--- config.mk ---
export PLATFORM = sky130hd
export DESIGN_NAME = change_dispenser
export DESIGN_NICKNAME = d
export VERILOG_FILES = /design/src/rtl/change_pkg.sv /design/src/rtl/change_dispenser_denom_select.sv /design/src/rtl/change_dispenser.sv
export SDC_FILE = /design/constraint.sdc
export NUM_CORES = 1
export LEC_CHECK = 0
export CAP_MARGIN = 20
export CORE_AREA = 2 2 56 58
export DETAILED_ROUTE_END_ITERATION = 7
export DIE_AREA = 0 0 58 60
export PLACE_DENSITY = 0.7
export SLEW_MARGIN = 10
export SYNTH_ARGS = -nofsm -noshare
export SYNTH_HDL_FRONTEND = slang
export SYNTH_SLANG_ARGS = --single-unit
--- constraint.sdc ---
create_clock -name clk -period 3.2 [get_ports clk]
set_input_delay 0.64 -clock clk [delete_from_list [all_inputs] [get_ports clk]]
set_output_delay 0.64 -clock clk [all_outputs]
set_load 0.02 [all_outputs]
--- src/rtl/change_pkg.sv ---
// Shared definitions for the change dispenser: cash width, FSM states,
// denomination codes and their unit values, and the default PAY timeout.
package change_pkg;

  localparam int unsigned CASH_W          = 7;
  localparam int unsigned TIMEOUT_CYC_DEF = 255;

  typedef enum logic [2:0] {
    IDLE,
    SELECT,
    PAY,
    DONE,
    FAULT
  } state_t;

  typedef enum logic [1:0] {
    DEN_1  = 2'd0,
    DEN_2  = 2'd1,
    DEN_5  = 2'd2,
    DEN_10 = 2'd3
  } denom_t;

  // Unit value of each denomination code, indexed by the 2-bit code.
  localparam logic [CASH_W-1:0] DENOM_VAL [4] = '{7'd1, 7'd2, 7'd5, 7'd10};

endpackage

--- src/rtl/change_dispenser_denom_select.sv ---
// Greedy coin picker: the largest denomination that is stocked and does not
// exceed the amount still owed. found=0 when no coin qualifies.
module denom_select
  import change_pkg::*;
(
  input  logic [CASH_W-1:0] remain,
  input  logic [3:0]        empty,
  output logic              found,
  output logic [1:0]        coin_type
);

  // Scan codes in ascending value so the last qualifying (largest) coin wins.
  always_comb begin
    found     = 1'b0;
    coin_type = DEN_1;
    for (int unsigned i = 0; i < 4; i++) begin
      if (!empty[i[1:0]] && (DENOM_VAL[i[1:0]] <= remain)) begin
        found     = 1'b1;
        coin_type = i[1:0];
      end
    end
  end

endmodule

--- src/rtl/change_dispenser.sv ---
// Change dispenser controller: pays out an amount coin by coin through a
// hopper handshake, largest stocked denomination first, and reports either
// completion (done) or an abort (fault, with the unpaid remainder).
// Optional build macro CHANGE_DISPENSER_TIMEOUT_EN adds a PAY-state ack
// timeout of TIMEOUT_CYC cycles; without it PAY waits for coin_ack forever.
module change_dispenser
  import change_pkg::*;
#(
  parameter int unsigned TIMEOUT_CYC = TIMEOUT_CYC_DEF
)
(
  input  logic              clk,
  input  logic              rst,
  input  logic              start,
  input  logic [CASH_W-1:0] amount,
  input  logic [3:0]        empty,
  input  logic              coin_ack,
  output logic              coin_valid,
  output logic [1:0]        coin_type,
  output logic              busy,
  output logic              done,
  output logic              fault,
  output logic [CASH_W-1:0] short_amt
);

  state_t            state;
  state_t            state_nxt;
  logic [CASH_W-1:0] remain;
  logic [1:0]        coin_type_r;
  logic [CASH_W-1:0] short_amt_r;
  logic              sel_found;
  logic [1:0]        sel_type;
  logic [CASH_W-1:0] pay_val;
  logic [CASH_W-1:0] remain_dec;
  logic              timed_out;

  if (TIMEOUT_CYC == 0) begin : g_bad_timeout
    $error("change_dispenser: TIMEOUT_CYC must be non-zero");
  end

  denom_select u_denom_select (
    .remain    (remain),
    .empty     (empty),
    .found     (sel_found),
    .coin_type (sel_type)
  );

  // SELECT guarantees the presented coin never exceeds remain.
  assign pay_val    = DENOM_VAL[coin_type_r];
  assign remain_dec = remain - pay_val;

`ifdef CHANGE_DISPENSER_TIMEOUT_EN
  localparam int unsigned CNT_W = $clog2(TIMEOUT_CYC + 1);

  logic [CNT_W-1:0] pay_cnt;

  // Count PAY cycles without an ack; cleared in SELECT, i.e. on PAY entry.
  always_ff @(posedge clk) begin
    if (!rst) begin
      pay_cnt <= '0;
    end else if (state == SELECT) begin
      pay_cnt <= '0;
    end else if ((state == PAY) && !coin_ack) begin
      pay_cnt <= pay_cnt + 1'b1;
    end
  end

  // Last allowed PAY cycle: leaving now makes PAY last exactly TIMEOUT_CYC.
  assign timed_out = (pay_cnt == CNT_W'(TIMEOUT_CYC - 1));
`else
  assign timed_out = 1'b0;
`endif

  // State register.
  always_ff @(posedge clk) begin
    if (!rst) begin
      state <= IDLE;
    end else begin
      state <= state_nxt;
    end
  end

  // Next-state decode.
  always_comb begin
    state_nxt = state;
    case (state)
      IDLE: begin
        if (start) begin
          state_nxt = (amount == '0) ? DONE : SELECT;
        end
      end
      SELECT: state_nxt = sel_found ? PAY : FAULT;
      PAY: begin
        if (coin_ack) begin
          state_nxt = (remain_dec == '0) ? DONE : SELECT;
        end else if (timed_out) begin
          state_nxt = FAULT;
        end
      end
      DONE:    state_nxt = IDLE;
      FAULT:   state_nxt = IDLE;
      default: state_nxt = IDLE;
    endcase
  end

  // Payout datapath: amount owed, presented coin, unpaid remainder on abort.
  always_ff @(posedge clk) begin
    if (!rst) begin
      remain      <= '0;
      coin_type_r <= '0;
      short_amt_r <= '0;
    end else begin
      case (state)
        IDLE: begin
          if (start) begin
            remain      <= amount;
            short_amt_r <= '0;
          end
        end
        SELECT: begin
          if (sel_found) begin
            coin_type_r <= sel_type;
          end
        end
        PAY: begin
          if (coin_ack) begin
            remain <= remain_dec;
          end
        end
        default: ;
      endcase
      // remain is untouched on every path into FAULT, so it is the shortfall.
      if (state_nxt == FAULT) begin
        short_amt_r <= remain;
      end
    end
  end

  // Output decode from state.
  always_comb begin
    coin_valid = (state == PAY);
    done       = (state == DONE);
    fault      = (state == FAULT);
    busy       = (state != IDLE);
  end

  assign coin_type = coin_type_r;
  assign short_amt = short_amt_r;

endmodule

==> flow_summary_export.csv, run 1 <==
group,metric,value,unit
global_route,grtUsageMet3,4.98,%
cells_and_area,area_delta_synth_final,24.9,%
synthesis,synth_nets,161,
setup_path,path_depth,3,
synthesis,postSynthCellCount,141,
synthesis,synthFlopType,"dfxtp_1",
sta,setup_viol,0,
synthesis,synth_async_sr_flop_share,0,%
placed_design,portBuffers,27,
cells_and_area,num_antenna_cells,0,
sta,max_slew_margin,52.9,%
global_route,antenna_found_initial,0,
pwr,power_density,475,nW/um^2
clocking,clock-sinks,19,
global_route,grtUsageTotal,19.9,%
synthesis,synth_edf_count,0,
setup_path,cp-end-kind,"output pin",
setup_path,worstSetupPathType,"reg -> out",
worst_hold_path,min_path_type,"reg -> reg",
cells_and_area,final_cell_mix,"clkdlybuf4s50_1, dfxtp_1, nand2_1",
clocking,clk_pin_slew,0.12,ns
setup_path,crit_buf_inv,2,
setup_path,cp.required,2.56,ns
sta,grt_setup_unrepaired,"no",
global_route,grt_use_met2,34.9,%
sta,fin_crit,2.75,ns
die,pin_count,28,
detailed_routing,routed_wirelength,3160,um
setup_path,r2r_setup_slack,0.76,ns
die,die-area,3480,um^2
clocking,cts_buffers,3,
die,initial_core_util,42.4,%
die,core-area,2900,um^2
clocking,clockBufferDepth,2,
clocking,post_cts_buffers,0,
clocking,cts_root_buf,"clkbuf_4",
worst_hold_path,hp-start,"short_amt[4]$_SDFFE_PN0P_",
die,num_rows,20,
pwr,power_leakage,0.000563,uW
setup_path,worstPathArrival,2.11,ns
synthesis,avgSynthCellArea,8.72,um^2
cells_and_area,nNetsFinal,188,
global_route,grt_pass1_vias,1130,
synthesis,syn_area,1230,um^2
pwr,ir_worst_vdd,0.337,mV
detailed_routing,vias,1201,
synthesis,yosysUniqueCellTypes,52,
sta,tightest_slew,0.704,ns
sta,whs,0.484,ns
global_route,grt_use_met1,24.0,%
setup_path,r2r-end,"remain[6]$_SDFFE_PN0P_",
setup_path,start_kind,"flip-flop",
global_route,top_usage_layer,"met2",
detailed_routing,firstDrtPassIters,4,
detailed_routing,ant_nets,0,
outcome,run_status,"completed",
sta,fin_skew,0.00363,ns
die,die_x,58,um
die,die_height,60,um
setup_path,cp_slowest_cell,"clkdlybuf4s50_1",
cells_and_area,nFillCells,272,
detailed_routing,drc,0,
job,max_cap_viol_count,0,
detailed_routing,via_per_inst,6.01,
cells_and_area,drive_gt1_share,9.58,%
placed_design,dp_hpwl,2500,um
sta,period_share,85.8,%
clocking,cts-resized-gates,0,
setup_path,cp_max_fo,10,
sta,maxSlewViolCount,0,
sta,finalHoldViolCount,0,
synthesis,ys_seq_area_share,30.9,%
setup_path,crit_path_cell_trace,"or3b_1, clkinv_4, clkdlybuf4s50_1",
clocking,htreeDepth,1,
cells_and_area,layout_commonest_cell,"clkdlybuf4s50_1",
setup_path,slowest_delay,0.61,ns
placed_design,gp_congestion,0.890,
setup_path,regToRegStartpoint,"coin_type[0]$_SDFFE_PN0P_",
synthesis,synth_warnings,0,
detailed_routing,wire_per_inst,15.8,um
synthesis,synth_seq_cells,19,
global_route,grt_first_pass_wirelength,5250,um
sta,max_freq,0.364,GHz
global_route,grt_max_degree,13,
setup_path,crit_start,"state[1]$_SDFF_PN0_",
setup_path,endpoint,"coin_valid",
setup_path,r2r_cells,9,
clocking,clkLatencyLatePin,0.31,ns
clocking,cts_tree,"yes",
detailed_routing,drt_iter0_markers,55,
clocking,cts_hold_buf,0,
sta,setup_tns,0,ns
setup_path,crit_family,"buffers and inverters",
global_route,grt_overflow,0,
[power by group]
group / leakage (uW) / switching [uW] / internal, uW
clock network: 0.0000177 / 83.3 / 46.7
logic: 0.000390 / 172 / 137
registers: 0.000155 / 36.2 / 256
total: 0.000563 / 291 / 439
[cell families (layout without fill, tap and decap cells)]
| logic type | after synthesis | after routing | synth area share, % |
|---|---|---|---|
| buffers and inverters | 12 | 38 | 5.19 |
| AOI/OAI and AO/OA | 48 | 48 | 29.6 |
| xor gates and xnor gates | 2 | 2 | 1.42 |
| muxes | 2 | 2 | 1.73 |
| and+or+nand+nor | 53 | 53 | 25.4 |
| DFF | 19 | 19 | 30.9 |
| adders and majority gates | 5 | 5 | 5.70 |
[Yosys cell counts, types with 3 or more instances]
cell	n	area, um^2
dfxtp_1	19	380
nand2_1	17	63.8
nor2_1	9	33.8
a22o_1	8	70.1
inv_1	6	22.5
o21ai_0	6	30.0
a21oi_1	5	25.0
ha_1	4	50.1
nor3_1	4	20.0
o21ai_1	4	20.0
a21o_1	3	22.5
a31oi_1	3	18.8
nor4_1	3	18.8
o211ai_1	3	22.5
[stage by stage]
stage	instances	util [%]	power (uW)	worst slack (ns)	area, um^2
detailed placement	196	52.0	602	0.764	1510
global route	200	52.9	779	0.364	1540
finish	200	52.9	730	0.454	1540
global placement	196	52.0	596	0.820	1510
CTS	200	52.9	728	0.467	1540
floorplan	141	-	516	0.959	1230
[registers in the layout, summed over array words and instances, names as in the netlist]
register   flops
short_amt      7
remain         7
coin_type      2
state          3
[layout make-up]
type | instances | area (um^2) | area share [%]
multi-input combinational | 110 | 786 | 51.1
sequential | 19 | 380 | 24.8
timing repair buffer | 27 | 270 | 17.6
tap | 33 | 41.3 | 2.69
inverter | 7 | 31.3 | 2.04
clock buffer | 3 | 22.5 | 1.47
clock inverter | 1 | 5.00 | 0.326
[worst min-delay path by stage]
stage,end,depth (start not counted)
6_report,short_amt[4]$_SDFFE_PN0P_,1
5_1_grt,short_amt[3]$_SDFFE_PN0P_,1
4_1_cts,short_amt[4]$_SDFFE_PN0P_,1
3_5_place_dp,short_amt[4]$_SDFFE_PN0P_,1
3_3_place_gp,short_amt[5]$_SDFFE_PN0P_,1
2_1_floorplan,short_amt[0]$_SDFFE_PN0P_,1
[per-layer routing]
layer / up-vias / share of wire (%)
met1: 548 / 42
met4: 0 / 1.9
met2: 62 / 48
met3: 6 / 7.9
li1: 585 / -
met5: - / 0
Power figures use the tool's default switching activity.
==> run 2, diff against run 1 <==
--- a/config.mk
+++ b/config.mk
@@ -14,3 +14,4 @@
 export SYNTH_ARGS = -nofsm -noshare
 export SYNTH_HDL_FRONTEND = slang
 export SYNTH_SLANG_ARGS = --single-unit
+export TNS_END_PERCENT = 10
==> results of run 2 <==
Final layout, timing and power as in run 1 (identical DEF).
==> run 3, diff against run 2 <==
--- a/config.mk
+++ b/config.mk
@@ -7,6 +7,7 @@
 export LEC_CHECK = 0
 export CAP_MARGIN = 20
 export CORE_AREA = 2 2 56 58
+export CTS_CLUSTER_SIZE = 12
 export DETAILED_ROUTE_END_ITERATION = 7
 export DIE_AREA = 0 0 58 60
 export PLACE_DENSITY = 0.7
==> results of run 3 <==
Final layout, timing and power as in run 1 (identical DEF).
